`src/rtl/dm_mmio_bridge_if.sv`:
```
// Core data-memory port plus the BRAM port it fans out to, grouped as one bus.
// master = core/BRAM side (testbench), slave = dm_mmio_bridge.
interface dm_mmio_bridge_if #(
  parameter int WIDTH       = 32,
  parameter int BRAM_ADDR_W = 12
);
  logic                   dm_we;
  logic [WIDTH-1:0]       dm_addr;
  logic [WIDTH-1:0]       dm_wdata;
  logic [WIDTH-1:0]       dm_rdata;
  logic                   mem_stall;
  logic                   bram_we;
  logic [BRAM_ADDR_W-1:0] bram_addr;
  logic [WIDTH-1:0]       bram_wdata;
  logic [WIDTH-1:0]       bram_rdata;

  modport master (
    output dm_we, dm_addr, dm_wdata, mem_stall, bram_rdata,
    input  dm_rdata, bram_we, bram_addr, bram_wdata
  );

  modport slave (
    input  dm_we, dm_addr, dm_wdata, mem_stall, bram_rdata,
    output dm_rdata, bram_we, bram_addr, bram_wdata
  );
endinterface

```
`src/rtl/dm_mmio_bridge.sv`:
```
// Data-memory bridge: routes MEM-stage accesses to BRAM or an MMIO page (LED, UART TX,
// STATUS, CYCLES). Define DM_MMIO_CYCLE_COUNTER_EN to build the cycle counter at +0xC.
module dm_mmio_bridge #(
  parameter int               WIDTH        = 32,
  parameter int               BRAM_ADDR_W  = 12,
  parameter int               CLKS_PER_BIT = 868,
  parameter logic [WIDTH-1:0] MMIO_BASE    = 32'hFFFF_0000
) (
  input  logic             clk,
  input  logic             rst,
  dm_mmio_bridge_if.slave  bus,
  output logic [7:0]       led,
  output logic             uart_tx,
  output logic             bus_err
);

  localparam int BAUD_W = $clog2(CLKS_PER_BIT);

  typedef enum logic [1:0] {IDLE, START, DATA, STOP} uartStateT;

  uartStateT         state, stateNext;
  logic [BAUD_W-1:0] baudCnt, baudNext;
  logic [2:0]        bitIdx, bitIdxNext;
  logic [7:0]        shiftReg, shiftNext;
  logic              txNext;
  logic              baudDone;

  logic             isBram, isMmio, isUnmapped;
  logic [1:0]       regSel;
  logic             commit;
  logic             ledWr, txWr, statWr;
  logic             busy, txStart, txDrop, errSet;
  logic             overflow;
  logic [WIDTH-1:0] cyclesRd;
  logic [WIDTH-1:0] rdata;
  logic             unusedAddrBits;

  assign isBram     = (bus.dm_addr[WIDTH-1:BRAM_ADDR_W+2] == '0);
  assign isMmio     = (bus.dm_addr[WIDTH-1:4] == MMIO_BASE[WIDTH-1:4]);
  assign isUnmapped = !isBram && !isMmio;
  assign regSel     = bus.dm_addr[3:2];
  assign unusedAddrBits = ^bus.dm_addr[1:0];

  // BRAM path is pure passthrough; stalled repeats of a store rewrite the same word.
  assign bus.bram_we    = bus.dm_we && isBram;
  assign bus.bram_addr  = bus.dm_addr[BRAM_ADDR_W+1:2];
  assign bus.bram_wdata = bus.dm_wdata;

  // Side effects only on the instruction's last MEM cycle.
  assign commit  = !bus.mem_stall;
  assign ledWr   = commit && bus.dm_we && isMmio && (regSel == 2'd0);
  assign txWr    = commit && bus.dm_we && isMmio && (regSel == 2'd1);
  assign statWr  = commit && bus.dm_we && isMmio && (regSel == 2'd2);
  assign errSet  = commit && isUnmapped;
  assign busy    = (state != IDLE);
  assign txStart = txWr && !busy;
  assign txDrop  = txWr && busy;

  always_comb begin
    rdata = '0;
    if (isBram) begin
      rdata = bus.bram_rdata;
    end else if (isMmio) begin
      unique case (regSel)
        2'd0: rdata = WIDTH'(led);
        2'd1: rdata = '0;
        2'd2: rdata = WIDTH'({bus_err, overflow, busy});
        2'd3: rdata = cyclesRd;
      endcase
    end
  end
  assign bus.dm_rdata = rdata;

  // Set wins over a same-edge clear for both sticky flags.
  always_ff @(posedge clk or posedge rst) begin
    if (rst) begin
      led      <= '0;
      overflow <= 1'b0;
      bus_err  <= 1'b0;
    end else begin
      if (ledWr) led <= bus.dm_wdata[7:0];
      if (txDrop) overflow <= 1'b1;
      else if (statWr && bus.dm_wdata[1]) overflow <= 1'b0;
      if (errSet) bus_err <= 1'b1;
      else if (statWr && bus.dm_wdata[2]) bus_err <= 1'b0;
    end
  end

`ifdef DM_MMIO_CYCLE_COUNTER_EN
  logic [WIDTH-1:0] cycles;
  always_ff @(posedge clk or posedge rst) begin
    if (rst) cycles <= '0;
    else     cycles <= cycles + 1'b1;
  end
  assign cyclesRd = cycles;
`else
  assign cyclesRd = '0;
`endif

  assign baudDone = (baudCnt == BAUD_W'(CLKS_PER_BIT - 1));

  // uart_tx is registered, so the next line level is derived from the next state.
  always_comb begin
    stateNext  = state;
    baudNext   = baudCnt + 1'b1;
    bitIdxNext = bitIdx;
    shiftNext  = shiftReg;
    txNext     = uart_tx;
    unique case (state)
      IDLE: begin
        baudNext = '0;
        txNext   = 1'b1;
        if (txStart) begin
          stateNext = START;
          shiftNext = bus.dm_wdata[7:0];
          txNext    = 1'b0;
        end
      end
      START: begin
        if (baudDone) begin
          stateNext  = DATA;
          baudNext   = '0;
          bitIdxNext = 3'd0;
          txNext     = shiftReg[0];
        end
      end
      DATA: begin
        if (baudDone) begin
          baudNext = '0;
          if (bitIdx == 3'd7) begin
            stateNext = STOP;
            txNext    = 1'b1;
          end else begin
            bitIdxNext = bitIdx + 3'd1;
            shiftNext  = shiftReg >> 1;
            txNext     = shiftReg[1];
          end
        end
      end
      STOP: begin
        if (baudDone) begin
          stateNext = IDLE;
          baudNext  = '0;
          txNext    = 1'b1;
        end
      end
    endcase
  end

  always_ff @(posedge clk or posedge rst) begin
    if (rst) begin
      state   <= IDLE;
      baudCnt <= '0;
      bitIdx  <= '0;
      uart_tx <= 1'b1;
    end else begin
      state   <= stateNext;
      baudCnt <= baudNext;
      bitIdx  <= bitIdxNext;
      uart_tx <= txNext;
    end
  end

  always_ff @(posedge clk) begin
    shiftReg <= shiftNext;
  end

endmodule

```
`src/flat_wrapper.sv`:
```
// flat-port wrapper written by rule: the top's interface ports become plain ports
module dm_mmio_bridge_flat 
#(
  parameter int               WIDTH        = 32,
  parameter int               BRAM_ADDR_W  = 12,
  parameter int               CLKS_PER_BIT = 868,
  parameter logic [WIDTH-1:0] MMIO_BASE    = 32'hFFFF_0000
)
  (clk, rst, led, uart_tx, bus_err, bus_dm_we, bus_dm_addr, bus_dm_wdata, bus_mem_stall, bus_bram_rdata, bus_dm_rdata, bus_bram_we, bus_bram_addr, bus_bram_wdata);
  dm_mmio_bridge_if #(.WIDTH(WIDTH), .BRAM_ADDR_W(BRAM_ADDR_W)) bus_i ();
  input  logic clk;
  input  logic rst;
  output logic [7:0] led;
  output logic uart_tx;
  output logic bus_err;
  input wire logic [$bits(bus_i.dm_we)-1:0] bus_dm_we;
  input wire logic [$bits(bus_i.dm_addr)-1:0] bus_dm_addr;
  input wire logic [$bits(bus_i.dm_wdata)-1:0] bus_dm_wdata;
  input wire logic [$bits(bus_i.mem_stall)-1:0] bus_mem_stall;
  input wire logic [$bits(bus_i.bram_rdata)-1:0] bus_bram_rdata;
  output wire logic [$bits(bus_i.dm_rdata)-1:0] bus_dm_rdata;
  output wire logic [$bits(bus_i.bram_we)-1:0] bus_bram_we;
  output wire logic [$bits(bus_i.bram_addr)-1:0] bus_bram_addr;
  output wire logic [$bits(bus_i.bram_wdata)-1:0] bus_bram_wdata;
  assign bus_i.dm_we = bus_dm_we;
  assign bus_i.dm_addr = bus_dm_addr;
  assign bus_i.dm_wdata = bus_dm_wdata;
  assign bus_i.mem_stall = bus_mem_stall;
  assign bus_i.bram_rdata = bus_bram_rdata;
  assign bus_dm_rdata = bus_i.dm_rdata;
  assign bus_bram_we = bus_i.bram_we;
  assign bus_bram_addr = bus_i.bram_addr;
  assign bus_bram_wdata = bus_i.bram_wdata;
  dm_mmio_bridge #(.WIDTH(WIDTH), .BRAM_ADDR_W(BRAM_ADDR_W), .CLKS_PER_BIT(CLKS_PER_BIT), .MMIO_BASE(MMIO_BASE)) u_core (.clk(clk), .rst(rst), .bus(bus_i), .led(led), .uart_tx(uart_tx), .bus_err(bus_err));
endmodule
```
`config.mk`:
```
export PLATFORM = sky130hd
export DESIGN_NAME = dm_mmio_bridge_flat
export DESIGN_NICKNAME = d
export VERILOG_FILES = /design/src/rtl/dm_mmio_bridge_if.sv /design/src/rtl/dm_mmio_bridge.sv /design/src/flat_wrapper.sv
export SDC_FILE = /design/constraint.sdc
export NUM_CORES = 1
export LEC_CHECK = 0
export ABC_AREA = 1
export ABC_CLOCK_PERIOD_IN_PS = 2300
export BUFFER_PORTS_ARGS = -buffer_cell sky130_fd_sc_hd__buf_2
export CAP_MARGIN = 30
export CELL_PAD_IN_SITES_DETAIL_PLACEMENT = 1
export CELL_PAD_IN_SITES_GLOBAL_PLACEMENT = 2
export CORE_UTILIZATION = 19
export DETAILED_ROUTE_END_ITERATION = 8
export GPL_TIMING_DRIVEN = 0
export PLACE_DENSITY = 0.76
export SLEW_MARGIN = 20
export SYNTH_ARGS = -nofsm -noshare
export SYNTH_HDL_FRONTEND = slang
export SYNTH_SLANG_ARGS = --single-unit
```
`constraint.sdc`:
```
create_clock -name clk -period 2.3 [get_ports clk]
set_input_delay 0.345 -clock clk [delete_from_list [all_inputs] [get_ports clk]]
set_output_delay 0.345 -clock clk [all_outputs]
set_load 0.01 [all_outputs]
```
==> metrics.md, run 1 <==
| Metric | Value |
|---|---|
| Yosys cell types | `29` |
| Met3 Usage GRT | `1.938%` |
| Synthesized area | `2560 um^2` |
| Commonest cells after routing, fill and taps aside | `buf_2, nand2_1, nor2_1` |
| Largest net degree at the start of global routing | `19` |
| Measured slew at the worst slew-check pin | `444.2 ps` |
| Antenna Nets Post-Route | `0` |
| Ant diodes | `0` |
| Syn_nets | `482` |
| Max Root-Sink Buffers | `2` |
| DRC viols | `0` |
| Fin util | `28.62%` |
| # rows | `42` |
| GRT Resource Usage Total | `12.91%` |
| Grt peak-use layer | `met2` |
| Area share of the largest cell type after synthesis | `24.44%` |
| DIE AREA | `13940 um^2` |
| Htree depth | `2` |
| Initial antenna violation count | `0` |
| EDFF count, synth | `8` |
| Fillers | `1712` |
| Seq cells post-synth | `34` |
| P&R area growth vs syn | `47.46%` |
| Hold slack | `69.37 ps` |
| Critical path type | `register to register` |
| Sequential fraction of the synthesis area | `34.85%` |
| Nets | `650` |
| Worst setup EP type | `register` |
| Final setup margin | `202.0 ps` |
| Yosys warning total | `0` |
| Via density | `3.951` |
| Largest cells by area after synthesis | `dfrtp_1, nand2_1, buf_4` |
| Commonest non-fill, non-tap cell in the layout | `buf_2` |
| GPL Wtd Cong | `0.7503` |
| Post-Route Setup TNS | `0 ps` |
| Async set-reset flop share out of synthesis | `76.47%` |
| Worst r2r path cells | `7` |
| Port bufs | `160` |
| Total Power Consumption | `1533 uW` |
| Met1 Use GR | `14.43%` |
| Max-slew headroom | `70.36%` |
| Die width | `118.1 um` |
| Finish-stage setup viols | `0` |
| Top_reg_cell synth | `dfrtp_1` |
| Final WL | `8896 um` |
| Remaining Overflow, GRT | `0` |
| Gate Count Post-Synth | `375` |
| Layout cells sized above 1 | `41.18%` |
| Initial Util | `19.41%` |
| Status | `finished clean` |
| Number of buffers created by CTS | `5` |
| Pwr/cell area | `406.1 nW/um^2` |
| CP startpoint kind | `register` |
| Final cycle utilization of the critical path | `91.22%` |
| Root buffer cell | `clkbuf_16` |
| Minimum clock period | `2098 ps` |
| Reg2Reg Launch Point | `u_core.state[0]` |
| TritonCTS Sinks | `34` |
| Critical Path RT | `2290 ps` |
| Worst slack, placed | `-346.8 ps` |
| Area leader, netlist | `dfrtp_1` |
| Chip height | `118.1 um` |
| Worst Path Arrival | `2090 ps` |
| Iter 0 DRT Violations | `109` |
| HPWL Detailed | `7719 um` |
| Grt met2 use | `25.26%` |
| TritonCTS clock tree | `done` |
| Avg Synthesized Cell Area | `6.827 um^2` |
| # IOs | `187` |
| R2R Setup Slk | `200 ps` |
| Worst-Skew Late Latency | `280 ps` |
| Wirelength per Cell | `12.36 um` |
| 1st-pass router iterations | `4` |
| R2r endpoint | `u_core.shiftReg[5]` |
| Max FO, Critical Path | `10` |
| Core region area | `13190 um^2` |
| First-pass GRT wire length | `14480 um` |
| Clock Skews | `6.341 ps` |
| Leak pwr | `0.002216 uW` |
| Worst vdd ir | `0.2046 mV` |
| RSZ-0062 raised after global routing | `false` |
| Final Max Slew Viols | `0` |
| Min-delay worst type | `input pin to asynchronous set/reset pin` |
| Vias in the first global route | `2929` |
| Via count | `2845` |
| F_max | `476.6 MHz` |
| Clock slew at reported path FFs | `60 ps` |
| Max-Cap Viols | `0` |
| Final Hold Viols | `0` |
timing repair:
item                       CTS  global route
pin swaps                    1             0
setup endpoints to repair    8             9
gates resized for setup      1             3
hold buffers                 0             0
setup buffers                1             0
worst max-delay path: stages (launching register included):
cell and delay [ps]:
dfrtp_1 430, inv_1 100, ha_1 200, clkinv_1 310
nor2_4 250, nand2_1 120, a22oi_2 250, buf_12 160
cell families after synthesis:
group	after synthesis	synth area share (%)
simple gates	202	33.63
buf+inv	103	21.65
flops	34	34.85
compound gates	25	5.083
fa+ha+maj	7	3.421
xor+xnor	4	1.368
power breakdown:
part | internal [uW] | switching (uW) | leakage (uW) | total (uW)
Combinational | 133 | 116 | 0.00173 | 249
Sequential | 619 | 0.0186 | 0.000416 | 619
Clock | 429 | 236 | 0.0000739 | 665
Total | 1180 | 353 | 0.00222 | 1530
how the worst max path moves through the flow:
stage / from / endpoint / slack, ps / depth (start not counted)
finish: u_core.state[0] / u_core.shiftReg[5] / 200 / 7
global route: bus_dm_addr[13] / bus_dm_rdata[5] / 3 / 9
CTS: u_core.state[0] / bus_dm_rdata[0] / 0.4 / 9
detailed placement: u_core.state[0] / u_core.shiftReg[4] / -350 / 6
global placement: u_core.state[0] / u_core.shiftReg[4] / -250 / 6
floorplan: u_core.state[0] / u_core.shiftReg[0] / 250 / 6
cell usage after synthesis, types with 4 or more instances:
cell type   n
a21oi_1     6
buf_4      44
clkbuf_1    4
dfrtp_1    25
edfxtp_1    8
ha_1        7
inv_1      52
nand2_1    93
nand3_1    17
nor2_1     73
nor3_1      7
o21ai_0    14
xor2_1      4
area by class of cell:
class / count / area [um^2] / share of cell area, %
multi-input combinational: 238 / 1129 / 29.90
sequential: 34 / 892.1 / 23.63
timing repair buffer: 162 / 835.8 / 22.14
buffer: 49 / 351.6 / 9.314
tap: 176 / 220.2 / 5.834
inverter: 53 / 198.9 / 5.270
clock buffer: 7 / 142.6 / 3.779
clock inverter: 1 / 5.005 / 0.1326
routing by layer:
metal,up-vias,wire (um),part of all wire (%)
li1,1443,-,-
met5,-,0,0
met2,101,4729,53
met1,1294,3618,41
met4,0,78,0.88
met3,7,469,5.3
state kept, by name, summed over array words and instances, names as in the netlist:
| name | flops |
|---|---|
| u_core.bitIdx | 3 |
| u_core.uart_tx | 1 |
| u_core.shiftReg | 8 |
| u_core.overflow | 1 |
| u_core.bus_err | 1 |
| u_core.led | 8 |
| u_core.baudCnt | 10 |
| u_core.state | 2 |
stage by stage:
stage | instances | area, um^2
after floorplan | 375 | 2560
after global placement | 711 | 3581
after detailed placement | 712 | 3596
after CTS | 721 | 3769
after global routing | 720 | 3775
final | 720 | 3775
(Power assumes the default switching activity.)
==> run 2: changes to the inputs <==
--- a/config.mk
+++ b/config.mk
@@ -13,6 +13,7 @@
 export CELL_PAD_IN_SITES_GLOBAL_PLACEMENT = 2
 export CORE_UTILIZATION = 19
 export DETAILED_ROUTE_END_ITERATION = 8
+export GPL_ROUTABILITY_DRIVEN = 1
 export GPL_TIMING_DRIVEN = 0
 export PLACE_DENSITY = 0.76
 export SLEW_MARGIN = 20
==> constraint.sdc (replaced) <==
create_clock -name clk -period 2.3 [get_ports clk]
set_input_delay 0.46 -clock clk [delete_from_list [all_inputs] [get_ports clk]]
set_output_delay 0.46 -clock clk [all_outputs]
set_load 0.01 [all_outputs]
==> run 2 against run 1 <==
Effect of this change:
- sequential power about the same
- clock skew shrank 1.6 ps
- global-route usage rose by 0.052 points
- hold slack better by 110 ps
- non-clock buffer count rose by 5
- final cell count up 0.69%
- utilization increased by 0.39 points
- critical path depth up 2
- combinational power about the same
- largest power group unchanged
- highest routed layer unchanged
==> metrics.md, run 2 (synthesis gave the netlist of run 1 again) <==
| Metric | Value |
|---|---|
| Worst vdd ir | `0.2036 mV (was 0.2046 mV)` |
| Iter 0 DRT Violations | `120 (was 109)` |
| 1st-pass router iterations | `4 (unchanged)` |
| RSZ-0062 raised after global routing | `true (was false)` |
| Initial Util | `19.41% (unchanged)` |
| Via count | `2865 (was 2845)` |
| Worst-path cell chain | `buf_2, nor2_1, nand2_1, nor3_1, nand4_1, buf_4, clkbuf_2, nor2_1, buf_2 (was inv_1, ha_1, clkinv_1, nor2_4, nand2_1, a22oi_2, buf_12)` |
| Htree depth | `2 (unchanged)` |
| Max reg flops | `10 (unchanged)` |
| Critical path type | `input pin to output pin (was register to register)` |
| Commonest non-fill, non-tap cell in the layout | `buf_2 (unchanged)` |
| Ant diodes | `0 (unchanged)` |
| Hold slack | `179.9 ps (was 69.37 ps)` |
| Largest regs | `u_core.baudCnt (10), u_core.led (8), u_core.shiftReg (8) (unchanged)` |
| GRT Resource Usage Total | `12.96% (was 12.91%)` |
| Area of the multi-input gates | `1129 um^2 (unchanged)` |
| Max Root-Sink Buffers | `2 (unchanged)` |
| Root buffer cell | `clkbuf_16 (unchanged)` |
| TritonCTS Sinks | `34 (unchanged)` |
| Number of buffers created by CTS | `5 (unchanged)` |
| Largest Register | `u_core.baudCnt (unchanged)` |
| Initial antenna violation count | `0 (unchanged)` |
| Max-slew headroom | `71.04% (was 70.36%)` |
| Die width | `118.1 um (unchanged)` |
| CP startpoint kind | `input pin (was register)` |
| Post-placement cell area | `3596 um^2 (unchanged)` |
| Minimum clock period | `2212 ps (was 2098 ps)` |
| Clock Skews | `4.779 ps (was 6.341 ps)` |
| Fillers | `1715 (was 1712)` |
| Max-Cap Viols | `0 (unchanged)` |
| Worst Setup SP | `bus_dm_addr[15] (was u_core.state[0])` |
| Worst Path Arrival | `1750 ps (was 2090 ps)` |
| Post-Route Setup TNS | `0 ps (unchanged)` |
| DRC viols | `0 (unchanged)` |
| # IOs | `187 (unchanged)` |
| Pwr/cell area | `400.6 nW/um^2 (was 406.1 nW/um^2)` |
| Design area | `3826 um^2 (was 3775 um^2)` |
| First-pass GRT wire length | `14550 um (was 14480 um)` |
| Final Hold Viols | `0 (unchanged)` |
| Chip height | `118.1 um (unchanged)` |
| Measured slew at the worst slew-check pin | `433.9 ps (was 444.2 ps)` |
| Clock slew at reported path FFs | `50 ps (was 60 ps)` |
| Leak pwr | `0.002247 uW (was 0.002216 uW)` |
| Wirelength per Cell | `12.38 um (was 12.36 um)` |
| # rows | `42 (unchanged)` |
| Max FO, Critical Path | `10 (unchanged)` |
| Fin util | `29.01% (was 28.62%)` |
| Nets | `655 (was 650)` |
| DIE AREA | `13940 um^2 (unchanged)` |
| Final WL | `8977 um (was 8896 um)` |
| Largest net degree at the start of global routing | `19 (unchanged)` |
| Layout cells sized above 1 | `42.44% (was 41.18%)` |
| Reg2Reg Launch Point | `u_core.state[0] (unchanged)` |
| Final Max Slew Viols | `0 (unchanged)` |
| Sequential cell area | `892.1 um^2 (unchanged)` |
| F_max | `452.2 MHz (was 476.6 MHz)` |
| P&R area growth vs syn | `49.46% (was 47.46%)` |
| Status | `finished clean (unchanged)` |
| Finish-stage setup viols | `0 (unchanged)` |
| Via density | `3.952 (was 3.951)` |
| Vias in the first global route | `2942 (was 2929)` |
| Worst-Skew Late Latency | `280 ps (about the same)` |
| Slowest cell on the critical path | `buf_4 (was dfrtp_1)` |
| GPL Wtd Cong | `0.7503 (unchanged)` |
| Antenna Nets Post-Route | `0 (unchanged)` |
| Commonest cells after routing, fill and taps aside | `buf_2, nand2_1, nor2_1 (unchanged)` |
| Worst stage delay on the critical path | `180 ps (was 430 ps)` |
| Critical Path RT | `1840 ps (was 2290 ps)` |
| Worst setup EP type | `output pin (was register)` |
| Core region area | `13190 um^2 (unchanged)` |
| Remaining Overflow, GRT | `0 (unchanged)` |
| Final cycle utilization of the critical path | `96.16% (was 91.22%)` |
| Port bufs | `160 (unchanged)` |
| HPWL Detailed | `7719 um (unchanged)` |
| TritonCTS clock tree | `done (unchanged)` |
| Min-delay worst type | `input pin to asynchronous set/reset pin (unchanged)` |
-- run 2: changes by cell type in the layout (fill, tap and decap cells not counted), sizes merged --
| cell | delta |
|---|---|
| buf | +6 |
| clkbuf | -1 |
-- run 2: routing by layer --
| metal | wire [um] | share of wire [%] | GRT usage [%] |
|---|---|---|---|
| met3 | 454 | 5.1 | 1.938 |
| met1 | 3643 | 41 | 14.49 |
| met2 | 4812 | 54 | 25.37 |
| met5 | 0 | 0 | 0 |
| met4 | 67 | 0.75 | 2.885 |
-- run 2: worst max-delay path, delay by kind of cell --
| family | cells | cell delay [ps] |
|---|---|---|
| buf+inv | 4 | 630 |
| simple gates | 5 | 650 |
-- run 2: area by class of cell --
cell class	instances	area share, %
multi-input combinational	238	29.50
sequential	34	23.32
timing repair buffer	167	22.76
buffer	49	9.614
tap	176	5.755
inverter	53	5.199
clock buffer	7	3.728
clock inverter	1	0.1308
-- run 2: timing repair --
item	4_1_cts	5_1_grt
buffers inserted	3	2
pin swaps	2	2
gates resized for setup	2	15
cloned	0	1
hold buffers	0	0
endpoints found under the setup margin	15	35
-- run 2: final timing paths --
path                                       to  slack (ps)  cells past startpoint
hold reg to reg              u_core.bitIdx[1]         480                      2
max in group asynchronous      u_core.uart_tx        1580                      3
setup / recovery             bus_dm_rdata[29]          90                      9
hold / removal               u_core.bitIdx[0]         180                      2
min in group clk                u_core.led[5]         430                      3
setup reg to reg           u_core.shiftReg[5]         190                      7
-- run 2: report_power, final --
| part | switching [uW] | internal [uW] |
|---|---|---|
| Combinational | 116 | 133 |
| Clock | 236 | 429 |
| Sequential | 0.0188 | 619 |
| Total | 352 | 1180 |
-- run 2: through the flow --
step | worst slack, ps | instances | total power (uW)
6_report | 88.36 | 725 | 1533
5_1_grt | -18.85 | 725 | 1603
4_1_cts | 18.23 | 722 | 1561
3_5_place_dp | -346.8 | 712 | 882.8
3_3_place_gp | -254.1 | 711 | 876.2
2_1_floorplan | 248.3 | 375 | 752.5
==> run 3: changes to the inputs <==
--- a/config.mk
+++ b/config.mk
@@ -6,16 +6,16 @@
 export NUM_CORES = 1
 export LEC_CHECK = 0
 export ABC_AREA = 1
-export ABC_CLOCK_PERIOD_IN_PS = 2300
+export ABC_CLOCK_PERIOD_IN_PS = 2600
 export BUFFER_PORTS_ARGS = -buffer_cell sky130_fd_sc_hd__buf_2
 export CAP_MARGIN = 30
 export CELL_PAD_IN_SITES_DETAIL_PLACEMENT = 1
 export CELL_PAD_IN_SITES_GLOBAL_PLACEMENT = 2
-export CORE_UTILIZATION = 19
+export CORE_UTILIZATION = 21
 export DETAILED_ROUTE_END_ITERATION = 8
 export GPL_ROUTABILITY_DRIVEN = 1
 export GPL_TIMING_DRIVEN = 0
-export PLACE_DENSITY = 0.76
+export PLACE_DENSITY = 0.83
 export SLEW_MARGIN = 20
 export SYNTH_ARGS = -nofsm -noshare
 export SYNTH_HDL_FRONTEND = slang
==> constraint.sdc (replaced) <==
create_clock -name clk -period 2.6 [get_ports clk]
set_input_delay 0.52 -clock clk [delete_from_list [all_inputs] [get_ports clk]]
set_output_delay 0.52 -clock clk [all_outputs]
set_load 0.01 [all_outputs]
==> run 3 against run 2 <==
Effect of this change:
- non-clock buffer count shrank 4
- final area shrank 2.7%
- hold slack gained 110 ps
- utilization grew 2.9 points
- largest power group unchanged
- via count shrank 0.59%
- clock skew grew 1.7 ps
- die area shrank 9.4%
- setup slack gained 72 ps
- count of clock-buffer cells in the layout shrank 1
- sequential share of layout area grew 0.65 points
==> metrics.md, run 3 (synthesis gave the netlist of run 1 again) <==
| Metric | Value |
|---|---|
| Worst-Skew Late Latency | `270 ps (was 280 ps)` |
| Vias in the first global route | `2890 (was 2942)` |
| Commonest non-fill, non-tap cell in the layout | `buf_2 (unchanged)` |
| Design area | `3722 um^2 (was 3826 um^2)` |
| Max reg flops | `10 (unchanged)` |
| Antenna Nets Post-Route | `0 (unchanged)` |
| R2r endpoint | `u_core.shiftReg[6] (was u_core.shiftReg[5])` |
| P&R area growth vs syn | `45.41% (was 49.46%)` |
| Worst stage delay on the critical path | `290 ps (was 180 ps)` |
| Total Power Consumption | `1332 uW (was 1533 uW)` |
| DRC viols | `0 (unchanged)` |
| Via count | `2848 (was 2865)` |
| Fin util | `31.92% (was 29.01%)` |
| GRT Resource Usage Total | `13.55% (was 12.96%)` |
| R2R Setup Slk | `310 ps (was 190 ps)` |
| Final WL | `8565 um (was 8977 um)` |
| # IOs | `187 (unchanged)` |
| TritonCTS clock tree | `done (unchanged)` |
| Die width | `112.4 um (was 118.1 um)` |
| Clock Skews | `6.435 ps (was 4.779 ps)` |
| CP startpoint kind | `input pin (unchanged)` |
| Worst Path Arrival | `1920 ps (was 1750 ps)` |
| Max-Cap Viols | `0 (unchanged)` |
| Max Root-Sink Buffers | `2 (unchanged)` |
| Clock slew at reported path FFs | `60 ps (was 50 ps)` |
| Final cycle utilization of the critical path | `93.83%` |
| Worst slack, placed | `23.81 ps (was -346.8 ps)` |
| Fillers | `1520 (was 1715)` |
| Status | `finished clean (unchanged)` |
| Remaining Overflow, GRT | `0 (unchanged)` |
| Slowest cell on the critical path | `nor3_4 (was buf_4)` |
| First-pass GRT wire length | `13940 um (was 14550 um)` |
| Final Max Slew Viols | `0 (unchanged)` |
| Area of the multi-input gates | `1119 um^2 (was 1129 um^2)` |
| Core region area | `11660 um^2 (was 13190 um^2)` |
| Nets | `651 (was 655)` |
| Worst vdd ir | `0.3376 mV (was 0.2036 mV)` |
| F_max | `409.9 MHz` |
| Layout cells sized above 1 | `41.10% (was 42.44%)` |
| Final Hold Viols | `0 (unchanged)` |
| Initial antenna violation count | `0 (unchanged)` |
| Minimum clock period | `2440 ps` |
| Largest regs | `u_core.baudCnt (10), u_core.led (8), u_core.shiftReg (8) (unchanged)` |
| Finish-stage setup viols | `0 (unchanged)` |
| Max FO, Critical Path | `10 (unchanged)` |
| GPL Wtd Cong | `0.7625 (was 0.7503)` |
| Largest Register | `u_core.baudCnt (unchanged)` |
| Port bufs | `160 (unchanged)` |
| Worst r2r path cells | `6 (was 7)` |
| 1st-pass router iterations | `4 (unchanged)` |
| Sequential cell area | `892.1 um^2 (unchanged)` |
| # rows | `39 (was 42)` |
| Iter 0 DRT Violations | `81 (was 120)` |
| TritonCTS Sinks | `34 (unchanged)` |
| Reg2Reg Launch Point | `u_core.state[0] (unchanged)` |
| Worst-path cell chain | `buf_2, nor2_1, nand3_1, nor3_4, nand3_4, inv_2, nand3_1, o21ai_0, buf_2 (was buf_2, nor2_1, nand2_1, nor3_1, nand4_1, buf_4, clkbuf_2, nor2_1, buf_2)` |
| Worst setup EP type | `output pin (unchanged)` |
| Max-slew headroom | `62.32% (was 71.04%)` |
| Leak pwr | `0.002218 uW (was 0.002247 uW)` |
| Htree depth | `2 (unchanged)` |
| Critical path type | `input pin to output pin (unchanged)` |
| Ant diodes | `0 (unchanged)` |
| Chip height | `112.4 um (was 118.1 um)` |
| HPWL Detailed | `7426 um (was 7719 um)` |
| Final setup margin | `160.3 ps (was 88.36 ps)` |
| Post-placement cell area | `3567 um^2 (was 3596 um^2)` |
| Min-delay worst type | `input pin to asynchronous set/reset pin (unchanged)` |
| Root buffer cell | `clkbuf_16 (unchanged)` |
| Measured slew at the worst slew-check pin | `564.6 ps (was 433.9 ps)` |
| Largest net degree at the start of global routing | `16 (was 19)` |
| Commonest cells after routing, fill and taps aside | `buf_2, nand2_1, nor2_1 (unchanged)` |
| Critical Path RT | `2080 ps (was 1840 ps)` |
| Pwr/cell area | `357.9 nW/um^2 (was 400.6 nW/um^2)` |
| RSZ-0062 raised after global routing | `false (was true)` |
| Via density | `4.140 (was 3.952)` |
| DIE AREA | `12640 um^2 (was 13940 um^2)` |
| Number of buffers created by CTS | `5 (unchanged)` |
| Post-Route Setup TNS | `0 ps (unchanged)` |
| Wirelength per Cell | `12.45 um (was 12.38 um)` |
| Initial Util | `21.95% (was 19.41%)` |
==> run 3: cell count changes in the layout (fill, tap and decap cells not counted) <==
cell      change
buf_4         -2
buf_6         -2
clkbuf_1      +2
clkbuf_2      -2
buf_12        -1
buf_16        +1
buf_2         +1
buf_8         -1
clkbuf_8      -1
clkinv_1      +1
ha_1          +1
ha_2          -1
nor2_1        +1
nor2_4        -1
==> run 3: final cells by class <==
| cell class | instances | share of cell area [%] |
|---|---|---|
| Buffer | 49 | 9.479 |
| Clock buffer | 6 | 3.462 |
| Clock inverter | 2 | 0.2353 |
| Inverter | 53 | 5.345 |
| Multi-Input combinational cell | 238 | 30.05 |
| Sequential cell | 34 | 23.97 |
| Tap cell | 143 | 4.807 |
| Timing Repair Buffer | 163 | 22.66 |
==> run 3: report_power, final <==
group	switching [uW]	internal [uW]
Combinational	104	120
Clock	212	350
Sequential	0.0141	547
Total	315	1020
==> run 3: metrics by stage <==
step,hold slack (ps),std cells
floorplan,442.0,375
global placement,457.3,678
detailed placement,468.6,679
CTS,314.1,687
global route,338.2,688
finish,292.0,688
==> run 3: layer usage <==
layer / vias up / track usage (%) / share of wire (%) / wire, um
li1: 1447 / - / - / -
met1: 1303 / 14.53 / 39 / 3312
met2: 96 / 27.66 / 55 / 4713
met3: 2 / 2.862 / 6.2 / 533
met4: 0 / 1.333 / 0.070 / 6
met5: - / 0 / 0 / 0
==> run 3: worst max-delay path, delay by kind of cell <==
kind	cells	cell delay [ps]
AO/OA/AOI/OAI	1	90
buffers and inverters	3	390
AND/OR/NAND/NOR	5	910
==> run 3: worst max path at each step <==
stage,end,slack [ps],startpoint
after floorplan,u_core.shiftReg[0],550,u_core.state[0]
after global placement,u_core.shiftReg[7],90,bus_dm_addr[13]
after detailed placement,u_core.shiftReg[7],20,u_core.state[0]
after CTS,bus_dm_rdata[3],130,bus_dm_addr[15]
after global routing,bus_dm_rdata[0],20,bus_dm_addr[15]
final,bus_dm_rdata[3],160,bus_dm_addr[5]
==> run 3: what timing repair did <==
item	CTS	global route
hold buffers	0	0
setup endpoints to repair	8	6
pin swaps	0	1
setup buffers	0	2
resized for setup	1	4
